**src/rtl/popcount_seq.sv**
```systemverilog
// popcount_seq: multi-cycle population count / Hamming distance unit.
// Counts one CHUNK-bit slice of the latched operand per cycle and presents
// the total with parity and zero flags through a ready/valid output.
//
// Ports:
//   clk        in   clock, all state changes on the rising edge
//   rst        in   synchronous active-high reset
//   in_valid   in   operand request valid
//   in_ready   out  unit can accept a request (IDLE only)
//   mode       in   0 = popcount(a), 1 = popcount(a ^ b)
//   a, b       in   WIDTH-bit operands (b ignored when mode=0)
//   out_valid  out  result valid (DONE only)
//   out_ready  in   consumer accepts the result
//   count      out  CW-bit number of set bits
//   parity     out  count[0]
//   zero       out  count == 0
module popcount_seq #(
  parameter int unsigned WIDTH = 32,
  parameter int unsigned CHUNK = 8
) (
  input  logic                       clk,
  input  logic                       rst,
  input  logic                       in_valid,
  output logic                       in_ready,
  input  logic                       mode,
  input  logic [WIDTH-1:0]           a,
  input  logic [WIDTH-1:0]           b,
  output logic                       out_valid,
  input  logic                       out_ready,
  output logic [$clog2(WIDTH+1)-1:0] count,
  output logic                       parity,
  output logic                       zero
);

  localparam int unsigned NCH = WIDTH / CHUNK;
  localparam int unsigned CW  = $clog2(WIDTH + 1);
  localparam int unsigned SW  = $clog2(CHUNK + 1);
  localparam int unsigned IW  = (NCH > 1) ? $clog2(NCH) : 1;
  localparam logic [IW-1:0] LAST_IDX = IW'(NCH - 1);

  // Reject parameter sets that do not tile the operand into whole slices
  generate
    if ((CHUNK == 0) || (CHUNK > WIDTH) || ((WIDTH % CHUNK) != 0)) begin : g_bad_params
      $error("popcount_seq: WIDTH must be a non-zero multiple of CHUNK");
    end
  endgenerate

  typedef enum logic [1:0] {
    S_IDLE = 2'd0,
    S_RUN  = 2'd1,
    S_DONE = 2'd2
  } state_t;

  state_t           r_state,     w_state_nxt;
  logic [WIDTH-1:0] r_op,        w_op_nxt;
  logic [CW-1:0]    r_acc,       w_acc_nxt;
  logic [IW-1:0]    r_idx,       w_idx_nxt;
  logic [CW-1:0]    r_count,     w_count_nxt;
  logic             r_parity,    w_parity_nxt;
  logic             r_zero,      w_zero_nxt;
  logic             r_in_ready,  w_in_ready_nxt;
  logic             r_out_valid, w_out_valid_nxt;

  logic [CHUNK-1:0] w_slice;
  logic [SW-1:0]    w_slice_cnt;

  // Current slice and its bit count
  always_comb begin
    w_slice     = CHUNK'(r_op >> (int'(r_idx) * CHUNK));
    w_slice_cnt = '0;
    for (int i = 0; i < int'(CHUNK); i++) begin
      w_slice_cnt = w_slice_cnt + SW'(w_slice[i]);
    end
  end

  // Next-state and next-register values
  always_comb begin
    w_state_nxt  = r_state;
    w_op_nxt     = r_op;
    w_acc_nxt    = r_acc;
    w_idx_nxt    = r_idx;
    w_count_nxt  = r_count;
    w_parity_nxt = r_parity;
    w_zero_nxt   = r_zero;

    case (r_state)
      S_IDLE: begin
        if (in_valid) begin
          w_state_nxt = S_RUN;
          w_op_nxt    = mode ? (a ^ b) : a;
          w_acc_nxt   = '0;
          w_idx_nxt   = '0;
        end
      end
      S_RUN: begin
        w_acc_nxt = r_acc + CW'(w_slice_cnt);
        w_idx_nxt = r_idx + 1'b1;
        if (r_idx == LAST_IDX) begin
          // Result registers only change here, so they hold the last
          // result through IDLE and RUN of the following request.
          w_state_nxt  = S_DONE;
          w_count_nxt  = w_acc_nxt;
          w_parity_nxt = w_acc_nxt[0];
          w_zero_nxt   = (w_acc_nxt == '0);
        end
      end
      S_DONE: begin
        if (out_ready) begin
          w_state_nxt = S_IDLE;
        end
      end
      default: begin
        w_state_nxt = S_IDLE;
      end
    endcase

    w_in_ready_nxt  = (w_state_nxt == S_IDLE);
    w_out_valid_nxt = (w_state_nxt == S_DONE);
  end

  // State and datapath registers
  always_ff @(posedge clk) begin
    if (rst) begin
      r_state     <= S_IDLE;
      r_op        <= '0;
      r_acc       <= '0;
      r_idx       <= '0;
      r_count     <= '0;
      r_parity    <= 1'b0;
      r_zero      <= 1'b1;
      r_in_ready  <= 1'b1;
      r_out_valid <= 1'b0;
    end else begin
      r_state     <= w_state_nxt;
      r_op        <= w_op_nxt;
      r_acc       <= w_acc_nxt;
      r_idx       <= w_idx_nxt;
      r_count     <= w_count_nxt;
      r_parity    <= w_parity_nxt;
      r_zero      <= w_zero_nxt;
      r_in_ready  <= w_in_ready_nxt;
      r_out_valid <= w_out_valid_nxt;
    end
  end

  assign in_ready  = r_in_ready;
  assign out_valid = r_out_valid;
  assign count     = r_count;
  assign parity    = r_parity;
  assign zero      = r_zero;

endmodule
```
**config.mk**
```make
export PLATFORM = sky130hd
export DESIGN_NAME = popcount_seq
export DESIGN_NICKNAME = d
export VERILOG_FILES = /design/src/rtl/popcount_seq.sv
export SDC_FILE = /design/constraint.sdc
export NUM_CORES = 1
export LEC_CHECK = 0
export ABC_CLOCK_PERIOD_IN_PS = 4400
export BUFFER_PORTS_ARGS = -buffer_cell sky130_fd_sc_hd__buf_2
export CORE_UTILIZATION = 47
export CTS_BUF_LIST = sky130_fd_sc_hd__clkbuf_16
export DETAILED_ROUTE_END_ITERATION = 6
export GPL_TIMING_DRIVEN = 0
export HOLD_SLACK_MARGIN = 0.1
export PLACE_DENSITY_LB_ADDON = 0.15
export SETUP_SLACK_MARGIN = 0.05
export SLEW_MARGIN = 5
export SYNTH_ARGS = -nofsm -noshare
export SYNTH_HDL_FRONTEND = slang
export SYNTH_SLANG_ARGS = --single-unit
```
**constraint.sdc**
```tcl
create_clock -name clk -period 4.4 [get_ports clk]
set_input_delay 0.22 -clock clk [delete_from_list [all_inputs] [get_ports clk]]
set_output_delay 0.22 -clock clk [all_outputs]
set_load 0.01 [all_outputs]
```
* Word level (Yosys, flattened, before mapping)
Cells that the tools add are included.
** Word-level totals
- Input bits :: 69
- Bits in registers :: 52
** Cells by class
- Muxes and demuxes :: 9
- Bitwise operators :: 1
- Add/subtract/negate cells :: 9
- Reduce and logical (&&, ||, !) cells :: 7
- Eq/ne operators :: 5
- Shift operators :: 1
** Operator list (count)
- $mux 32 :: 1
- $shr 32x5->8 :: 1
- $xor 32x32->32 :: 1
- $add 4x1->4 :: 4
- $pmux 6 s2 :: 1
- $mux 2 :: 4
- $add 6x4->6 :: 1
- $eq 2x2->1 const B :: 3
- $logic_not 6->1 :: 1
- $mux 6 :: 1
- $pmux 2 s3 :: 1
- $reduce_and 2->1 :: 3
- $add 3x1->4 :: 1
- $logic_not 2->1 :: 2
- $pmux 2 s2 :: 1
- $add 2x1->3 :: 1
- $add 1x1->2 :: 1
- $add 2x1->2 const B :: 1
- $eq 2x1->1 const B :: 1
- $ne 2x2->1 const B :: 1
- $reduce_bool 2->1 :: 1

* Logic depth before layout (Yosys ltp)
- Depth after elaboration :: 10
- Mapped depth :: 15
- Depth with buffers taken out :: 14

* Worst setup path after synthesis
Ideal clock, no wire load.
- Kind :: register -> register
- From :: register r_idx[0]
- To :: register r_zero (netlist: zero)
- Arrival time :: 4279 ps
- Path slack :: -1 ps
- Cell stages (with the launch flop) :: 16
- Period minus slack after synthesis :: 4401 ps
- Path buffers :: 1
- Required time :: 4278 ps
- Cells stage by stage :: dfxtp_1 buf_2 mux4_2 inv_1 fa_1 inv_1 fa_1 inv_1 fa_1 fa_1 fa_1 nand2b_1 a21oi_2 xor2_2 nor3_1 a221o_1
** Between the ends
- Longest elaborated chain between the ends :: 10
- Elaborated cells between the ends (all ways) :: 12
** Ends and longest elaborated chain
- start, declared :: line 57 : logic [IW-1:0] r_idx, w_idx_nxt;
- start signal, assigned :: line 137 : r_idx <= w_idx_nxt;
- $shr 32x5->8 :: line 69 : w_slice = CHUNK'(r_op >> (int'(r_idx) * CHUNK));
- $add 1x1->2 :: line 72 : w_slice_cnt = w_slice_cnt + SW'(w_slice[i]);
- $add 2x1->3 :: line 72
- $add 3x1->4 :: line 72
- $add 4x1->4 (4 in series) :: line 72
- $add 6x4->6 :: line 96 : w_acc_nxt = r_acc + CW'(w_slice_cnt);
- $logic_not 6->1 :: line 104 : w_zero_nxt = (w_acc_nxt == '0);
- end signal, assigned :: line 140 : r_zero <= w_zero_nxt;
- end, declared :: line 60 : logic r_zero, w_zero_nxt;
Parallel ways exist; a longest one is shown, timed or not.
A chain may end at the register's enable or synchronous reset.

* Worst setup path in the final report
Ends and elaborated chain as after synthesis.

==> summary.md <==
| Metric | Value |
|---|---|
| Slew HR | a little over half |
| Syn Inst Count | 299 |
| Ys flop type | dfxtp_1 |
| Reg area | 1020 sq um |
| Cts hold-fix bufs | 0 |
| Setup WS post-layout | 201 ps |
| Area grow syn2layout | 26.4% |
| Pre-CTS WS | -120 ps |
| Unrepaired setup endpoints after global routing | no |
| GP Congestion | roughly 0.77 |
| DR iter-0 viols | 124 |
| Post-placement cell count | 448 |
| Cell Rows | 27 |
| Data arrival, critical path | 4370 ps |
| Critical Path Source Type | register |
| Clock buffer depth | 2 |
| CTS Buf Count | 5 |
| Largest net degree at the start of global routing | 16 |
| Crit Path Class | register to register |
| Outcome | finished clean |
| GRT Total Usage | roughly 21% |
| Die ar. | 6050 sq um |
| Detailed Routing Iterations Pass 1 | 4 |
| PortBufs | 77 |
| Final hold vios | 0 |
| Syn avg cell area | 9.03 sq um |
| Fraction of registers with async set/reset | 0% |
| Diode count | 0 |
| Die Wd | around 80 microns |
| Worst VDD drop | 0.215 mV |
| Share of post-route cells with drive strength above 1 | 32.9% |
| Setup crit end kind | register |
| Routed len/inst | 12.7 microns |
| FILL cells | 496 |
| Synth unique cells | 34 |
| Worst hold slack | 192 ps |
| Ports | between 70 and 80 |
| Clk Latency, worst-skew pair | slightly below 300 ps |
| CTS tree | built |
| DRC Markers | 0 |
| FMAX | ~240 MHz |
| Static Leak | 0.00153 uW |
| Core Util, Final | about three fifths |
| # H-tree levels | 2 |
| Post-Syn Area | 2700 sq um |
| First-pass GRT wire length | around 10 mm |
| Required time at the worst-slack endpoint | 4570 ps |
| CP Max Fanout | 5 |
| Final setup vio count | 0 |
| Clock sinks | 51 |
| Seq cells post-synth | 51 |
| Tmin final | between 4000 and 5000 ps |
| Max-Cap Viols | 0 |
| Core ar. | about 5500 sq um |
| Synth warn | 0 |
| Hold Path Class | input port to register |
| Final period util | 95.4% |
| Fin cells | 461 |
| Worst Skew | 5.19 ps |
| Initial core utilization | 49.0% |
| Syn nets | between 300 and 400 |
| Die Span Y | 77.8 microns |
| Worst-path clk slew | 70 ps |
| Power Density | 375 nW/um^2 |
| Multi-input gate area | roughly 1500 sq um |
| Antenna Nets Post-Route | 0 |
| Vias in the first global route | 2256 |
| DR vias/cell | roughly 5 |
| Grt total ovfl | 0 |
| EDFF count, synth | 0 |
| Nets | roughly 470 |
| Worst slew pin tran | 688 ps |
| Final Max Tran Viols | 0 |
| Antenna violations before repair | 0 |
| Root buffer cell | clkbuf_16 |
| Post-DP HPWL | 4.51 mm |
| Routed Wire Length | 5.84 mm |
| Seq/Total Area, Yosys | 37.8% |
| Routed vias | 2302 |
==> synthesized netlist by cell type, drive strengths merged, types with 5 or more instances <==
cell type	count	area, sq um
a211oi	35	263
a21oi	13	68.8
buf	13	75.1
clkbuf	7	37.5
dfxtp	51	1020
fa	5	100
ha	7	87.6
inv	12	45.0
mux4	8	180
nand2	45	176
nor2	48	180
xor2	34	313
==> cell usage in the layout (no fill, tap or decap), types with 2 or more instances in the layout <==
| cell type | n |
|---|---|
| fa_2 | 2 |
| inv_2 | 3 |
| o21ai_0 | 2 |
| buf_4 | 9 |
| nand2_1 | 44 |
| xor2_2 | 2 |
| dfxtp_1 | 50 |
| ha_1 | 7 |
| a21oi_1 | 12 |
| a22oi_1 | 4 |
| clkbuf_16 | 5 |
| fa_1 | 3 |
| buf_2 | 85 |
| mux4_2 | 8 |
| nor2_1 | 48 |
| a211oi_1 | 35 |
| inv_1 | 9 |
| xor2_1 | 32 |
| clkbuf_1 | 4 |
==> cells by family (layout without fill, tap and decap cells) <==
family	after synthesis	count (layout)	synth area share (%)
adder cells (fa/ha/maj)	12	12	6.95
buffers and inverters	32	122	5.84
XOR/XNOR	35	35	11.9
AO/OA/AOI/OAI	59	59	15.3
flip-flops	51	51	37.8
multiplexers	8	8	6.67
AND/OR/NAND/NOR	102	102	15.5
==> area by class of cell <==
| type | instances | share of cell area, % |
|---|---|---|
| clock buffer | 5 | 3.67 |
| clock inverter | 3 | 1.14 |
| inverter | 12 | 1.32 |
| tap | 72 | 2.64 |
| sequential | 51 | 29.9 |
| multi-input combinational | 216 | 45.3 |
| timing repair buffer | 82 | 12.4 |
| buffer | 20 | 3.59 |
==> metrics by stage <==
stage,area (sq um),TNS [ps],power [uW]
floorplan,2700,0,744
global placement,3180,-81.6,833
detailed placement,3180,-120,838
CTS,3370,0,1270
global route,3410,0,1350
finish,3410,0,1280
==> metal layers <==
layer / up-vias / track usage (%) / share of wire (%)
li1: 1191 / - / -
met1: 1041 / 27.7 / 47
met2: 64 / 36.4 / 48
met3: 6 / 3.76 / 3.6
met4: 0 / 6.98 / 0.89
met5: - / 0 / 0
==> report_power, final <==
part           internal, uW  switching (uW)
registers               496            22.1
logic                   162             173
clock network           265             163
==> worst max-delay path, cell delays in order (launching register included) <==
cell and delay (ps):
dfxtp_2 330, buf_6 110, mux4_2 510, inv_2 70, fa_1 420, inv_2 70, fa_1 400, inv_1 70
fa_1 420, fa_2 400, fa_2 410, nand2b_4 160, a21oi_4 160, xor2_2 200, nor3_2 60, a221o_1 280
==> repair_timing <==
action / in CTS / in global routing
cloned: 0 / 0
setup endpoints to repair: 1 / 3
pin swaps: 0 / 8
gates resized for setup: 3 / 9
setup buffers: 2 / 3
==> path summary, 6_finish.rpt <==
check,start,slack [ps],cells after the start,end
worst max-delay path,r_idx[0],200,15,zero
worst max register to register,r_idx[0],200,15,zero
worst min-delay path,rst,190,2,r_state[0]
worst min register to register,count[2],450,2,count[2]
==> flip-flops by register name, indices dropped and copies added (netlist names) <==
register	cells
r_op	32
r_state	2
r_acc	6
out_valid	1
zero	1
count	6
in_ready	1
r_idx	2
Power figures use the tool's default switching activity.
